## src/rtl/ascon_pack.sv

```systemverilog
// Shared ASCON types, constants and helper functions for the permutation engine.
// The 320-bit state is five 64-bit words; word i is ASCON's x_i.
package ascon_pack;

    typedef logic [4:0][63:0] type_state;

    localparam int PA_ROUNDS_DEF = 12;
    localparam int PB_ROUNDS_DEF = 6;
    localparam int NUM_ROUNDS    = 12;

    typedef enum logic [1:0] {
        ST_IDLE,
        ST_RUN,
        ST_DONE
    } perm_fsm_t;

    // Column S-box, input {x0,x1,x2,x3,x4} with x0 as the MSB.
    localparam logic [4:0] SBOX_LUT [32] = '{
        5'h04, 5'h0b, 5'h1f, 5'h14, 5'h1a, 5'h15, 5'h09, 5'h02,
        5'h1b, 5'h05, 5'h08, 5'h12, 5'h1d, 5'h03, 5'h06, 5'h1c,
        5'h1e, 5'h13, 5'h07, 5'h0e, 5'h00, 5'h0d, 5'h11, 5'h18,
        5'h10, 5'h0c, 5'h01, 5'h19, 5'h16, 5'h0a, 5'h0f, 5'h17
    };

    localparam int ROT_A [5] = '{19, 61, 1, 10, 7};
    localparam int ROT_B [5] = '{28, 39, 6, 17, 41};

    function automatic logic [7:0] round_const(input logic [3:0] r);
        return {4'hF - r, r};
    endfunction

    function automatic logic [4:0] sbox(input logic [4:0] x);
        return SBOX_LUT[x];
    endfunction

    function automatic logic [63:0] ror64(input logic [63:0] v, input int n);
        return (v >> n) | (v << (64 - n));
    endfunction

endpackage

```

## src/rtl/ascon_round.sv

```systemverilog
// One combinational ASCON round: constant addition, substitution layer, linear diffusion.
module ascon_round
    import ascon_pack::*;
(
    input  type_state  state_i,
    input  logic [3:0] round_i,
    output type_state  state_o
);

    type_state added;
    type_state subst;

    always_comb begin
        added          = state_i;
        added[2][7:0]  = state_i[2][7:0] ^ round_const(round_i);
    end

    always_comb begin
        subst = '0;
        for (int j = 0; j < 64; j++) begin
            {subst[0][j], subst[1][j], subst[2][j], subst[3][j], subst[4][j]} =
                sbox({added[0][j], added[1][j], added[2][j], added[3][j], added[4][j]});
        end
    end

    always_comb begin
        state_o = '0;
        for (int i = 0; i < 5; i++) begin
            state_o[i] = subst[i] ^ ror64(subst[i], ROT_A[i]) ^ ror64(subst[i], ROT_B[i]);
        end
    end

endmodule

```

## src/rtl/ascon_permutation_iter.sv

```systemverilog
// Iterative ASCON p^a / p^b engine: UNROLL rounds per clock on an internal state register,
// with a start/busy/done handshake.
module ascon_permutation_iter
    import ascon_pack::*;
#(
    parameter int PA_ROUNDS = PA_ROUNDS_DEF,
    parameter int PB_ROUNDS = PB_ROUNDS_DEF,
    parameter int UNROLL    = 1
) (
    input  logic       clock_i,
    input  logic       resetb_i,
    input  logic       start_i,
    input  logic       mode_i,
    input  type_state  state_i,
    output type_state  state_o,
    output logic       busy_o,
    output logic       done_o,
    output logic [3:0] round_o
);

    if (PA_ROUNDS < 1 || PA_ROUNDS > NUM_ROUNDS || PB_ROUNDS < 1 || PB_ROUNDS > NUM_ROUNDS ||
        UNROLL < 1 || (PA_ROUNDS % UNROLL) != 0 || (PB_ROUNDS % UNROLL) != 0) begin : g_param_error
        $error("ascon_permutation_iter: illegal PA_ROUNDS/PB_ROUNDS/UNROLL combination");
    end

    localparam logic [3:0] PA_START = 4'(NUM_ROUNDS - PA_ROUNDS);
    localparam logic [3:0] PB_START = 4'(NUM_ROUNDS - PB_ROUNDS);
    localparam logic [3:0] STEP     = 4'(UNROLL);
    localparam logic [3:0] LAST     = 4'(NUM_ROUNDS);

    perm_fsm_t  fsm_q, fsm_d;
    logic [3:0] round_q, round_d;
    type_state  state_q, state_d;
    type_state  chain [UNROLL+1];
    logic [3:0] round_step;

    assign chain[0]   = state_q;
    assign round_step = round_q + STEP;

    for (genvar u = 0; u < UNROLL; u++) begin : g_round
        ascon_round u_round (
            .state_i (chain[u]),
            .round_i (round_q + 4'(u)),
            .state_o (chain[u+1])
        );
    end

    // NOTE: the full state register is reset because an aborted run must not leak a partial result.
    always_ff @(posedge clock_i or negedge resetb_i) begin
        if (!resetb_i) begin
            fsm_q   <= ST_IDLE;
            round_q <= '0;
            state_q <= '0;
        end else begin
            // NOTE: non-blocking so every flop samples the pre-edge values of its neighbours.
            fsm_q   <= fsm_d;
            round_q <= round_d;
            state_q <= state_d;
        end
    end

    always_comb begin
        fsm_d = fsm_q;
        unique case (fsm_q)
            ST_IDLE: if (start_i) fsm_d = ST_RUN;
            ST_RUN:  if (round_step == LAST) fsm_d = ST_DONE;
            ST_DONE: fsm_d = ST_IDLE;
            default: fsm_d = ST_IDLE;
        endcase
    end

    // NOTE: hold-by-default assignments keep this block free of inferred latches.
    always_comb begin
        round_d = round_q;
        state_d = state_q;
        unique case (fsm_q)
            ST_IDLE: begin
                if (start_i) begin
                    state_d = state_i;
                    round_d = mode_i ? PB_START : PA_START;
                end
            end
            ST_RUN: begin
                state_d = chain[UNROLL];
                round_d = round_step;
            end
            default: ;
        endcase
    end

    always_comb begin
        busy_o  = (fsm_q == ST_RUN);
        done_o  = (fsm_q == ST_DONE);
        round_o = round_q;
        state_o = state_q;
    end

endmodule

```

## config.mk

```make
export PLATFORM = sky130hd
export DESIGN_NAME = ascon_permutation_iter
export DESIGN_NICKNAME = d
export VERILOG_FILES = /design/src/rtl/ascon_pack.sv /design/src/rtl/ascon_round.sv /design/src/rtl/ascon_permutation_iter.sv
export SDC_FILE = /design/constraint.sdc
export NUM_CORES = 1
export LEC_CHECK = 0
export ABC_AREA = 1
export BUFFER_PORTS_ARGS = -buffer_cell sky130_fd_sc_hd__buf_4
export CAP_MARGIN = 30
export CORE_MARGIN = 5
export CORE_UTILIZATION = 42
export DETAILED_ROUTE_END_ITERATION = 7
export PLACE_DENSITY_LB_ADDON = 0.2
export SLEW_MARGIN = 20
export SYNTH_ARGS = -nofsm -noshare
export SYNTH_HDL_FRONTEND = slang
export SYNTH_HIERARCHICAL = 1
export SYNTH_SLANG_ARGS = --single-unit
```

## constraint.sdc

```tcl
create_clock -name clock_i -period 6.4 [get_ports clock_i]
set_clock_uncertainty 0.2 [all_clocks]
set_input_delay 0.32 -clock clock_i [delete_from_list [all_inputs] [get_ports clock_i]]
set_output_delay 0.32 -clock clock_i [all_outputs]
set_load 0.01 [all_outputs]
```

==> summary by stage <==
Run status
The flow ran to the end, but the final reports show violations. The checks that failed: design-rule violations.

Final layout
The most frequent standard cell in the layout excluding fill and tap cells is sky130_fd_sc_hd__nand2_1. The count of filler cells inserted in the layout is 8825. Of the cells placed in the final design, the portion with a size suffix greater than 1 is 13.76%.

The number of nets at the end of the flow is roughly 6900. The area growth from synthesis to layout is 23.37%. Leaving out fill and tap cells, the most frequent cells in the layout are sky130_fd_sc_hd__nand2_1 (1585), sky130_fd_sc_hd__buf_4 (723), sky130_fd_sc_hd__o21ai_0 (477).

Synthesis
By area the synthesized netlist is led by sky130_fd_sc_hd__dfrtp_1 (22%), sky130_fd_sc_hd__nand2_1 (16%), sky130_fd_sc_hd__ha_1 (12%), sky130_fd_sc_hd__xnor2_1 (7.3%), sky130_fd_sc_hd__xor2_1 (6.8%). The top cell type by total area after synthesis is sky130_fd_sc_hd__dfrtp_1. The portion of synthesized cell area occupied by the leading cell type is a little over a fifth.

Synthesis handed over a netlist of 5621 instances. The number of unique standard cell types used by synthesis is 43. After synthesis, the mean cell area works out to 6.678 sq um.

The Yosys warning count is 6. In this run, synthesis produced a sequential element count of 326. The synthesized netlist occupies a cell area of 37530 sq um.

The number of nets in the synthesized netlist is around 6300. Summing the sequential cell areas from Yosys gives around 22% of the chip area.

GRT
In this run the most used layer during global routing was met2. The global-route usage over all layers is 38.82%. The first global-routing pass estimated 270000 um of wire. For this run, global-route usage on met2 was measured as 62.46%. Entering global routing, the biggest net connects 218 pins. The met1 track demand over resource is 49.82%.

The via count of the first global-routing pass is between 30000 and 40000. The met3 capacity usage during global routing is ~7%. The initial antenna violation count is 7.

Global routing finished with a remaining overflow of 0.

Worst setup path
The cell repeated most along the worst path is sky130_fd_sc_hd__xor2_1. The peak per-stage delay on the critical path is approximately 0.80 ns. The arrival time at the worst endpoint is 3.83 ns. In this run the worst path has a maximum fanout of 5.

The kind of start point of the critical path is a flop. The signal on the critical path passes through inv_1 > ha_1 > or2_2 > xor2_1 > xnor2_1 > xor2_1 > nor2_1 > o21ai_1. The critical path class is reg -> reg. The cell type of the slowest stage on the worst timing path is sky130_fd_sc_hd__xor2_1.

Data on the critical path is required at its endpoint by 6.73 ns. The reg-to-reg critical path startpoint is state_o[210]. The worst setup path is captured at a flop.

The origin of the worst setup path is state_o[210].

Route
Summing over every cut layer, the via total after detailed routing is 41210. The number of search-and-repair iterations in the first detailed-routing pass is 8. For this block, the initial DRC count from the detailed router was ~4800. Wires add up to 194300 um. The detail-routed via count per cell is ~5.5.

The remaining number of nets flagged by the antenna check after routing is 0. The routed length per instance is 26.07 um. In the routed design, unresolved DRC markers number 1.

Die
The placeable core area is 88510 sq um. Once the floorplan was initialized, standard cells occupied 42.41% of the core. The floorplan step defined a die boundary enclosing 95450 sq um. After floorplanning, the core was divided into 109 placement rows. The chip width is roughly 310 um. The die boundary height is between 300 and 400 um. In this run the count of I/O pins placed on the die edge is 650.

Worst hold path
In this run the most critical hold path is launched from state_i[313]. The path class of the tightest hold or removal check is in -> reg.

Timing
Static timing analysis puts the maximum clock frequency at 285.2 MHz. Setup repair after global routing left no endpoint under its margin. The tightest slew margin relative to the limit is 12.50%.

The final-report setup violation count is 0. The slew of the pin with the lowest slew margin is 1.312 ns. Setup total negative slack on the finished layout was measured at 0 ns. The final-report hold violation count is 0. Setup slack on the critical path of the routed design comes to 2.894 ns. The count of pins over their slew limit is 0.

After layout, the minimum clock period comes to 3.506 ns. After layout, the worst path uses 54.78% of the clock period.

Clocking
TritonCTS built the clock tree. The clock reaches the later pin of the worst-skew pair after roughly 0.60 ns. The clock slew at the register clock pins of the worst setup and hold paths is 0.06 ns. Counting along the longest clock path gives a buffer depth of 3. The number of clock buffers added by TritonCTS is 44. The number of sinks on the clock net is around 330. The number of setup buffers added after CTS is 0. The root buffer cell chosen for the clock tree is sky130_fd_sc_hd__clkbuf_16. The number of H-tree levels is 2.

Placed design
Input and output buffers added on the ports amount to 649. OpenSTA, run right after detailed placement, puts the worst setup slack at just over 3 ns. Routability-driven placement finished with a final weighted congestion of 1.112. The wire-length estimate of the detail-placed layout is 157500 um.

Job
The total of max-cap violations is 0.
==> path summary, 6_finish.rpt <==
kind | end | slack [ns] | cells after the start
min | state_o[313] | 0.0006 | 3
max in group asynchronous | state_o[160] | 4.56 | 3
max | state_o[210] | 2.89 | 8
min reg2reg | state_o[224] | 0.34 | 2
min in group asynchronous | state_o[172] | 0.15 | 2
max reg2reg | state_o[210] | 2.89 | 8
==> cell families (layout without fill, tap and decap cells) <==
group	Yosys count	count (layout)	synth area share, %
AO/OA/AOI/OAI	1058	1058	14.55
XOR/XNOR	612	612	14.44
adder cells (fa/ha/maj)	349	349	11.63
buffers and inverters	937	1602	13.00
flip-flops	326	326	21.73
multiplexers	5	5	0.1333
other	0	3	0
AND/OR/NAND/NOR	2334	2334	24.50
==> synthesized netlist by cell type (all sizes together) <==
master,n
o21ai,906
a21oi,98
o21bai,5
o221ai,2
a22oi,3
mux2i,5
nand3,219
nor3,17
buf,406
o21a,3
nand4,14
or2,25
a21boi,9
ha,349
nor2,464
nand2,1591
a31oi,7
a211oi,1
clkbuf,55
o2111ai,1
xnor2,316
dfrtp,326
o211ai,20
xor2,296
and2,1
inv,476
nand3b,3
o22ai,3
==> flip-flops by register name, summed over array words and instances, names as in the netlist <==
register  flops
fsm_q         2
state_o     320
round_o       4
==> what timing repair did <==
item	in CTS	in global routing
resized for setup	0	0
endpoints found under the hold margin	398	1
hold buffers	312	1
==> stage by stage <==
stage               utilization [%]  instance area [sq um]  hold WS, ns  instances
detailed placement            46.90                  41520       0.1972       7055
global route                  52.31                  46300     0.001746       7451
CTS                           52.26                  46260     0.007959       7446
global placement              46.76                  41390       0.2042       7039
finish                        52.32                  46310    0.0005557       7454
floorplan                         -                  37530      -0.1756       5621
==> layer usage <==
| layer | part of all wire, % | wire length [um] | up-vias |
|---|---|---|---|
| li1 | - | - | 18860 |
| met3 | 8.8 | 17020 | 445 |
| met2 | 45 | 86890 | 2165 |
| met4 | 6.6 | 12840 | 8 |
| met5 | 0.028 | 54 | - |
| met1 | 40 | 77530 | 19730 |
==> area by class of cell <==
cell class | instances | area [sq um] | area share [%]
inverters | 476 | 1794 | 3.875
diodes | 3 | 7.507 | 0.01621
multi-input cells | 4358 | 24530 | 52.98
clock buffers | 56 | 1207 | 2.607
clock inverters | 23 | 411.6 | 0.8890
repair buffers | 1047 | 8737 | 18.87
well taps | 1165 | 1458 | 3.148
flip-flops and latches | 326 | 8158 | 17.62
==> worst max-delay path, delay by kind of cell, from the launching register on <==
kind | cells | cell delay [ns]
xor+xnor | 3 | 1.62
simple gates | 2 | 0.49
flops | 1 | 0.43
fa+ha+maj | 1 | 0.38
compound gates | 1 | 0.16
buf+inv | 1 | 0.14
Power is not shown: default switching activity piles up to over one toggle a cycle in this logic, so the estimate is an artifact.
